### config.mk
export PLATFORM = sky130hd
export DESIGN_NAME = datamem_bus_ctrl
export DESIGN_NICKNAME = d
export VERILOG_FILES = /design/src/rtl/datamem_bus_pkg.sv /design/src/rtl/datamem_region_decode.sv /design/src/rtl/datamem_bus_ctrl.sv
export SDC_FILE = /design/constraint.sdc
export NUM_CORES = 1
export LEC_CHECK = 0
export CAP_MARGIN = 10
export CORE_MARGIN = 2
export CORE_UTILIZATION = 40
export CTS_BUF_LIST = sky130_fd_sc_hd__clkbuf_16
export DETAILED_ROUTE_END_ITERATION = 16
export GPL_ROUTABILITY_DRIVEN = 0
export PLACE_DENSITY_LB_ADDON = 0.25
export REMOVE_ABC_BUFFERS = 1
export SETUP_SLACK_MARGIN = 0.5
export SYNTH_ARGS = -nofsm -noshare
export SYNTH_HDL_FRONTEND = slang
export SYNTH_HIERARCHICAL = 1
export SYNTH_SLANG_ARGS = --single-unit
export TNS_END_PERCENT = 30
### constraint.sdc
create_clock -name iCLK -period 2.7 [get_ports iCLK]
set_clock_uncertainty 0.05 [all_clocks]
set_input_delay 0.27 -clock iCLK [delete_from_list [all_inputs] [get_ports iCLK]]
set_output_delay 0.27 -clock iCLK [all_outputs]
set_load 0.02 [all_outputs]
### src/rtl/datamem_bus_pkg.sv
// Shared types and constants for the data-memory bus controller: FSM states,
// default region map and the byte-enable patterns accepted by the alignment check.
package datamem_bus_pkg;

   typedef enum logic [1:0] {
      ST_IDLE   = 2'd0,
      ST_ACCESS = 2'd1,
      ST_RESP   = 2'd2
   } state_e;

   localparam logic [63:0] DEF_REGION_BASE  = {32'h90000000, 32'h10010000};
   localparam logic [63:0] DEF_REGION_LIMIT = {32'h90000FFF, 32'h10011FFF};

   localparam int NUM_LEGAL_BE = 7;
   localparam logic [NUM_LEGAL_BE*4-1:0] LEGAL_BE =
      {4'b1111, 4'b1100, 4'b0011, 4'b1000, 4'b0100, 4'b0010, 4'b0001};

   // A one-region build still needs a 1-bit index
   function automatic int idx_width(input int n);
      return (n > 1) ? $clog2(n) : 1;
   endfunction

   function automatic logic be_legal(input logic [3:0] be);
      logic ok;
      ok = 1'b0;
      for (int i = 0; i < NUM_LEGAL_BE; i++) begin
         if (LEGAL_BE[i*4 +: 4] == be) ok = 1'b1;
      end
      return ok;
   endfunction

endpackage

### src/rtl/datamem_region_decode.sv
// Combinational address-to-region decode; overlapping regions resolve to the
// lowest index because lower indices are evaluated last and override.
module datamem_region_decode #(
   parameter int                          NUM_REGIONS  = 2,
   parameter int                          IDX_W        = 1,
   parameter logic [NUM_REGIONS*32-1:0]   REGION_BASE  = '0,
   parameter logic [NUM_REGIONS*32-1:0]   REGION_LIMIT = '0
) (
   input  logic [31:0]      addr,
   output logic             hit,
   output logic [IDX_W-1:0] idx
);

   always_comb begin
      hit = 1'b0;
      idx = '0;
      for (int r = NUM_REGIONS - 1; r >= 0; r--) begin
         if ((addr >= REGION_BASE[r*32 +: 32]) && (addr <= REGION_LIMIT[r*32 +: 32])) begin
            hit = 1'b1;
            idx = IDX_W'(r);
         end
      end
   end

endmodule

### src/rtl/datamem_bus_ctrl.sv
// Single-outstanding bus to synchronous RAM regions: accept in IDLE, drive RAM in ACCESS, respond in RESP.
// Optional macro DATAMEM_BUS_ALIGN_CHECK_EN rejects non-naturally-aligned byte-enable patterns.
module datamem_bus_ctrl
   import datamem_bus_pkg::*;
#(
   parameter int                        NUM_REGIONS  = 2,
   parameter int                        REGION_AW    = 11,
   parameter logic [NUM_REGIONS*32-1:0] REGION_BASE  = DEF_REGION_BASE,
   parameter logic [NUM_REGIONS*32-1:0] REGION_LIMIT = DEF_REGION_LIMIT
) (
   input  logic                      iCLK,
   input  logic                      iRST,
   input  logic                      iReq,
   input  logic                      iWrite,
   input  logic [3:0]                iByteEnable,
   input  logic [31:0]               iAddress,
   input  logic [31:0]               iWriteData,
   output logic [31:0]               oReadData,
   output logic                      oValid,
   output logic                      oErr,
   output logic                      oBusy,
   output logic [REGION_AW-1:0]      oMemAddr,
   output logic [3:0]                oMemByteEn,
   output logic [31:0]               oMemWData,
   output logic [NUM_REGIONS-1:0]    oMemWren,
   input  logic [NUM_REGIONS*32-1:0] iMemRData
);

   localparam int IDX_W = idx_width(NUM_REGIONS);

   state_e               state_q, state_d;
   logic [REGION_AW-1:0] addr_q, addr_d;
   logic [3:0]           be_q, be_d;
   logic [31:0]          wdata_q, wdata_d;
   logic                 write_q, write_d;
   logic [IDX_W-1:0]     region_q, region_d;
   logic                 err_q, err_d;
   logic [31:0]          rdata_q, rdata_d;

   logic                 dec_hit;
   logic [IDX_W-1:0]     dec_idx;
   logic [31:0]          rdata_sel;
   logic [31:0]          resp_rdata;

   datamem_region_decode #(
      .NUM_REGIONS  (NUM_REGIONS),
      .IDX_W        (IDX_W),
      .REGION_BASE  (REGION_BASE),
      .REGION_LIMIT (REGION_LIMIT)
   ) u_decode (
      .addr (iAddress),
      .hit  (dec_hit),
      .idx  (dec_idx)
   );

   always_ff @(posedge iCLK) begin
      if (iRST) begin
         state_q  <= ST_IDLE;
         addr_q   <= '0;
         be_q     <= '0;
         wdata_q  <= '0;
         write_q  <= 1'b0;
         region_q <= '0;
         err_q    <= 1'b0;
         rdata_q  <= '0;
      end else begin
         state_q  <= state_d;
         addr_q   <= addr_d;
         be_q     <= be_d;
         wdata_q  <= wdata_d;
         write_q  <= write_d;
         region_q <= region_d;
         err_q    <= err_d;
         rdata_q  <= rdata_d;
      end
   end

   always_comb begin
      state_d = state_q;
      case (state_q)
         ST_IDLE:   if (iReq) state_d = ST_ACCESS;
         ST_ACCESS: state_d = ST_RESP;
         ST_RESP:   state_d = ST_IDLE;
         default:   state_d = ST_IDLE;
      endcase
   end

   always_comb begin
      addr_d   = addr_q;
      be_d     = be_q;
      wdata_d  = wdata_q;
      write_d  = write_q;
      region_d = region_q;
      err_d    = err_q;
      rdata_d  = rdata_q;
      if ((state_q == ST_IDLE) && iReq) begin
         addr_d   = iAddress[REGION_AW+1:2];
         be_d     = iByteEnable;
         wdata_d  = iWriteData;
         write_d  = iWrite;
         region_d = dec_idx;
`ifdef DATAMEM_BUS_ALIGN_CHECK_EN
         err_d    = !dec_hit || !be_legal(iByteEnable);
`else
         err_d    = !dec_hit;
`endif
      end
      // Capture the response so oReadData holds it after the pulse
      if (state_q == ST_RESP) rdata_d = resp_rdata;
   end

   always_comb begin
      rdata_sel = '0;
      oMemWren  = '0;
      for (int r = 0; r < NUM_REGIONS; r++) begin
         if (region_q == IDX_W'(r)) begin
            rdata_sel   = iMemRData[r*32 +: 32];
            oMemWren[r] = (state_q == ST_ACCESS) && write_q && !err_q;
         end
      end
      resp_rdata = (!write_q && !err_q) ? rdata_sel : 32'h0;
      oValid     = (state_q == ST_RESP);
      oErr       = (state_q == ST_RESP) && err_q;
      oBusy      = (state_q != ST_IDLE);
      oReadData  = (state_q == ST_RESP) ? resp_rdata : rdata_q;
   end

   assign oMemAddr   = addr_q;
   assign oMemByteEn = be_q;
   assign oMemWData  = wdata_q;

endmodule

# Word-level counts from Yosys, hierarchy flattened
# Index checks and enable logic that the tools add are counted.
[totals] reg_bits=84 in_bits=136 output_inout_bits=84 word_cells=37
[op_classes] order_cmp=4 n_eq_ne=3 mux=10 reduce_logical=12
[op_table] op="$mux 32" count=3
[op_table] op="$ge 32x29->1 const B" count=1
[op_table] op="$ge 32x32->1 const B" count=1
[op_table] op="$le 32x29->1 const B" count=1
[op_table] op="$le 32x32->1 const B" count=1
[op_table] op="$logic_and 1x1->1" count=7
[op_table] op="$mux 1" count=5
[op_table] op="$pmux 2 s2" count=1
[op_table] op="$logic_not 1->1" count=3
[op_table] op="$eq 2x1->1 const B" count=1
[op_table] op="$eq 2x2->1 const B" count=1
[op_table] op="$logic_not 2->1" count=1
[op_table] op="$mux 2" count=1
[op_table] op="$ne 2x2->1 const B" count=1
[op_table] op="$reduce_bool 2->1" count=1

# Logic depth before layout (Yosys ltp)
# Gate-level depths: netlist of run 1.
[logic_depth] ltp_word=5 depth_mapped=5 depth_no_buf=5

# Modules after synthesis
# Netlist of run 1, hierarchy kept.
[modules_own_cells] mod="datamem_bus_ctrl" instances=1 cells_each=381 area_each_um2=3544.6 seq_area_each_um2=1681.6
[modules_own_cells] mod="datamem_region_decode" instances=1 cells_each=11 area_each_um2=88.8 seq_area_each_um2=0.0

# Worst setup path after synthesis of run 1
# Ideal clock, no wire load.
[synth_timing] kind="register to output" from="register region_q" to="output oReadData[10]" arrival_time_ns=1.205 required_ns=2.380 setup_slack_ns=1.175 stages_incl_launch_ff=6 n_path_buf=2 path_cell_list="dfxtp_1 > buf_4 > buf_2 > mux2_2 > nand2_1 > nand2_1"
[synth_via] elab_chain_cells=3
[synth_rtl] element="start: declaration" line="datamem_bus_ctrl.sv:36" text="logic [IDX_W-1:0] region_q, region_d;"
[synth_rtl] element="start signal: assignment" line="datamem_bus_ctrl.sv:72" text="region_q <= region_d;"
[synth_rtl] element="$mux 32" line="datamem_bus_ctrl.sv:116" text="if (region_q == IDX_W'(r)) begin"
[synth_rtl] element="$mux 32" line="datamem_bus_ctrl.sv:121" text="resp_rdata = (!write_q && !err_q) ? rdata_sel : 32'h0;"
[synth_rtl] element="$mux 32"
[synth_rtl] element="end: declaration" line="datamem_bus_ctrl.sv:18" text="output logic [31:0] oReadData,"
# No other way between the ends.

# Worst setup path in the final report of run 1
[layout_timing] from="register err_q" to="output oReadData[30]"
[layout_via] elab_chain_cells=4
[layout_rtl] element="start: declaration" line="datamem_bus_ctrl.sv:37" text="logic err_q, err_d;"
[layout_rtl] element="start signal: assignment" line="datamem_bus_ctrl.sv:73" text="err_q <= err_d;"
[layout_rtl] element="$logic_not 1->1" line="datamem_bus_ctrl.sv:121"
[layout_rtl] element="$logic_and 1x1->1" line="datamem_bus_ctrl.sv:121"
[layout_rtl] element="$mux 32" line="datamem_bus_ctrl.sv:121"
[layout_rtl] element="$mux 32"
# No other way between the ends.

==> out/metrics.csv, run 1 <==
metric,value,unit
status,"complete, no violations",
post_cts.resized_instances,14,
power.density_cell_area,532,nW/um^2
synth-seq-area-share,0.463,
route.final.wire_length,9.83,mm
timing.hold.worst.class,flop to flop,
cts_hold_repair.buffers,0,
post_synth_instance_area,3630,um^2
slew_headroom,0.492,
fin_crit,2.37,ns
vias_in_the_first_global_route,3440,
drc,0,
drv.max_cap_violation_count,0,
crit-reg2reg-launch,state_q[1],
worst-r2r-cell-count,4,
ys_warn_count,6,
worst_hold_startpoint,rdata_q[2],
clock_tree.root_cell,clkbuf_16,
clock_latency,0.32,ns
cp_slowest_stage_delay,0.59,ns
worst_setup_path_end_kind,output port,
area_contributors_post_synth,"dfxtp_1, mux2i_1, mux2_2",
ir_drop,0.000330,V
h-tree-depth,3,
reg2reg_to,oMemWData[18],
cp.arrival,2.05,ns
fillers,683,
worst_slew_pin_slew,0.762,ns
pin_count_of_the_biggest_net_entering_global_routing,53,
first_element_of_the_critical_path,err_q,
worst_case_hold_slack,0.408,ns
synth.largest_area_cell,dfxtp_1,
initial_antenna_violation_count,0,
slew_viol_final,0,
number_of_synthesized_flops_with_an_enable_pin,0,
ys_dominant_reg_cell,dfxtp_1,
path_clk_slew,0.06,ns
critical_path.slowest_cell,clkdlybuf4s50_1,
critPathKind,flop to output port,
routed-via-count,3424,
width_of_the_chip,99.3,um
synth.ff_latch_count,84,
rsz0062_at_grt,yes,
critPathMostFrequentCell,nand2_1,
fin_nets,736,
floorplan.rows,34,
grtUsageTotal,0.196,
design.die.area,9860,um^2
wire_length_of_the_first_global_routing_pass,15.7,mm
critical_path.max_fanout,32,
crit_chain,"nor4b_4, buf_12, nand2_1, nand2_1, clkdlybuf4s50_1",
initial_drt_pass_iterations,4,
initial_utilization,0.415,
cp_top_family,buffers and inverters,
setup_viol,0,
design.portCount,220,
maxClockFrequency,422,MHz
route.detailed.vias_per_inst,4.81,
post_cts_buffers,0,
hold_path_end,rdata_q[2],
initialDrtViolationCount,37,
worst-path-buf-inv,2,
yosys-top-cells-count,"nand2_1, dfxtp_1, nor2_1",
coreArea,8760,um^2
tritoncts_num_sinks,84,
timing.hold.worst_path_depth,2,
area_delta_synth_final,71.1,%
num_antenna_cells,0,
port-buffer-count,217,
post_synth.cell_area_avg,9.27,um^2
synth_top_area_share,0.463,
post-synth-top-count-cell,nand2_1,
max-clock-path-buffers,2,
synthArstFlopShare,0,
number_of_unique_standard_cell_types_used_by_synthesis,30,
cp.required,2.38,ns
total_leakage_power,2.69,nW
final_hold_viols,0,
gr-total-overflow,0,
tns,0,ns
r2r_setup_slack,1.26,ns
dpl_wire_length,7.40,mm
cts_made_buffers,9,
min_period_over_period,0.878,
drtAntennaViolNets,0,
die_y,99.3,um
cts_tree,built,
layout-drive-gt1-share,0.119,
worst_setup_path_start_kind,flop,
routed_wire_length_per_instance,13.8,um
postSynthCellCount,392,
[through the flow]
stage / worst slack (ns) / total power [mW] / cells / instance area (um^2) / util
2_1_floorplan: -1.02 / 1.62 / 366 / 3460 / -
3_3_place_gp: 0.483 / 1.98 / 697 / 5850 / 0.668
3_5_place_dp: 0.459 / 2.00 / 697 / 5850 / 0.668
4_1_cts: 0.308 / 3.35 / 712 / 6190 / 0.706
5_1_grt: 0.241 / 3.44 / 712 / 6220 / 0.709
6_report: 0.330 / 3.30 / 712 / 6220 / 0.709
[routing by layer]
| layer | global-route usage | wire, um | up-vias |
|---|---|---|---|
| met2 | 0.343 | 4560 | 148 |
| met5 | 0 | 0 | - |
| li1 | - | - | 1729 |
| met1 | 0.213 | 3850 | 1530 |
| met4 | 0.0727 | 199 | 0 |
| met3 | 0.0787 | 1220 | 17 |
[state kept, by name, summed over array words and instances (netlist names)]
signal and cells:
oMemWData 32, rdata_q 32, err_q 1, oMemByteEn 4, oMemAddr 11, write_q 1, state_q 2, region_q 1
[kinds of logic (layout without fill, tap and decap cells)]
kind of cell    after synthesis  after routing  synth area share
compound gates               34             34            0.0548
buf+inv                      27            239            0.0489
flops                        84             84             0.463
mux                          81             81             0.234
simple gates                166            166             0.199
[report_power, final]
| group | total [mW] | leakage [nW] | switching, mW | internal, mW |
|---|---|---|---|---|
| clock | 1.34 | 0.160 | 0.449 | 0.891 |
| sequential | 1.33 | 0.687 | 0.0329 | 1.30 |
| combinational | 0.630 | 1.85 | 0.258 | 0.372 |
[layout make-up]
| class | instances | area [um^2] | share of cell area |
|---|---|---|---|
| Sequential cell | 84 | 1680 | 0.271 |
| Timing Repair Buffer | 223 | 2280 | 0.367 |
| Clock buffer | 9 | 225 | 0.0362 |
| Multi-Input combinational cell | 281 | 1780 | 0.287 |
| Inverter | 1 | 3.75 | 0.000604 |
| Tap cell | 108 | 135 | 0.0217 |
| Clock inverter | 6 | 105 | 0.0169 |
[layout by cell type (no fill, tap or decap), types with 2 or more instances in the layout]
cell type	netlist	layout
nand2_2	4	4
clkbuf_16	0	9
dlymetal6s2s_1	0	8
nor3_1	2	2
clkdlybuf4s50_1	0	200
buf_12	0	4
nand2_1	93	93
inv_1	1	2
dfxtp_2	0	2
nor3b_1	2	2
mux2_2	32	32
a21oi_1	27	27
dlygate4sd2_1	0	8
a21oi_2	5	5
bufinv_16	0	3
mux2i_1	49	49
dfxtp_1	84	82
nor2_1	51	51
[worst reg2reg max path, stage by stage, from the launching register on]
cell and delay, ns:
dfxtp_2 0.36, nor3b_4 0.24, buf_12 0.32, mux2i_1 0.31, nor2_1 0.06
[how the worst max path moves through the flow]
stage / end / slack [ns] / depth (start not counted)
finish: oReadData[30] / 0.33 / 5
global route: oReadData[30] / 0.24 / 5
CTS: oReadData[16] / 0.31 / 5
detailed placement: oReadData[3] / 0.46 / 5
global placement: oReadData[3] / 0.48 / 5
floorplan: region_q / -1.02 / 3
(Power assumes the default switching activity.)
==> run 2: changes to the inputs <==
Settings changed: CTS_CLUSTER_DIAMETER set to 150.
==> results of run 2 <==
Final layout, timing and power as in run 1 (identical DEF).
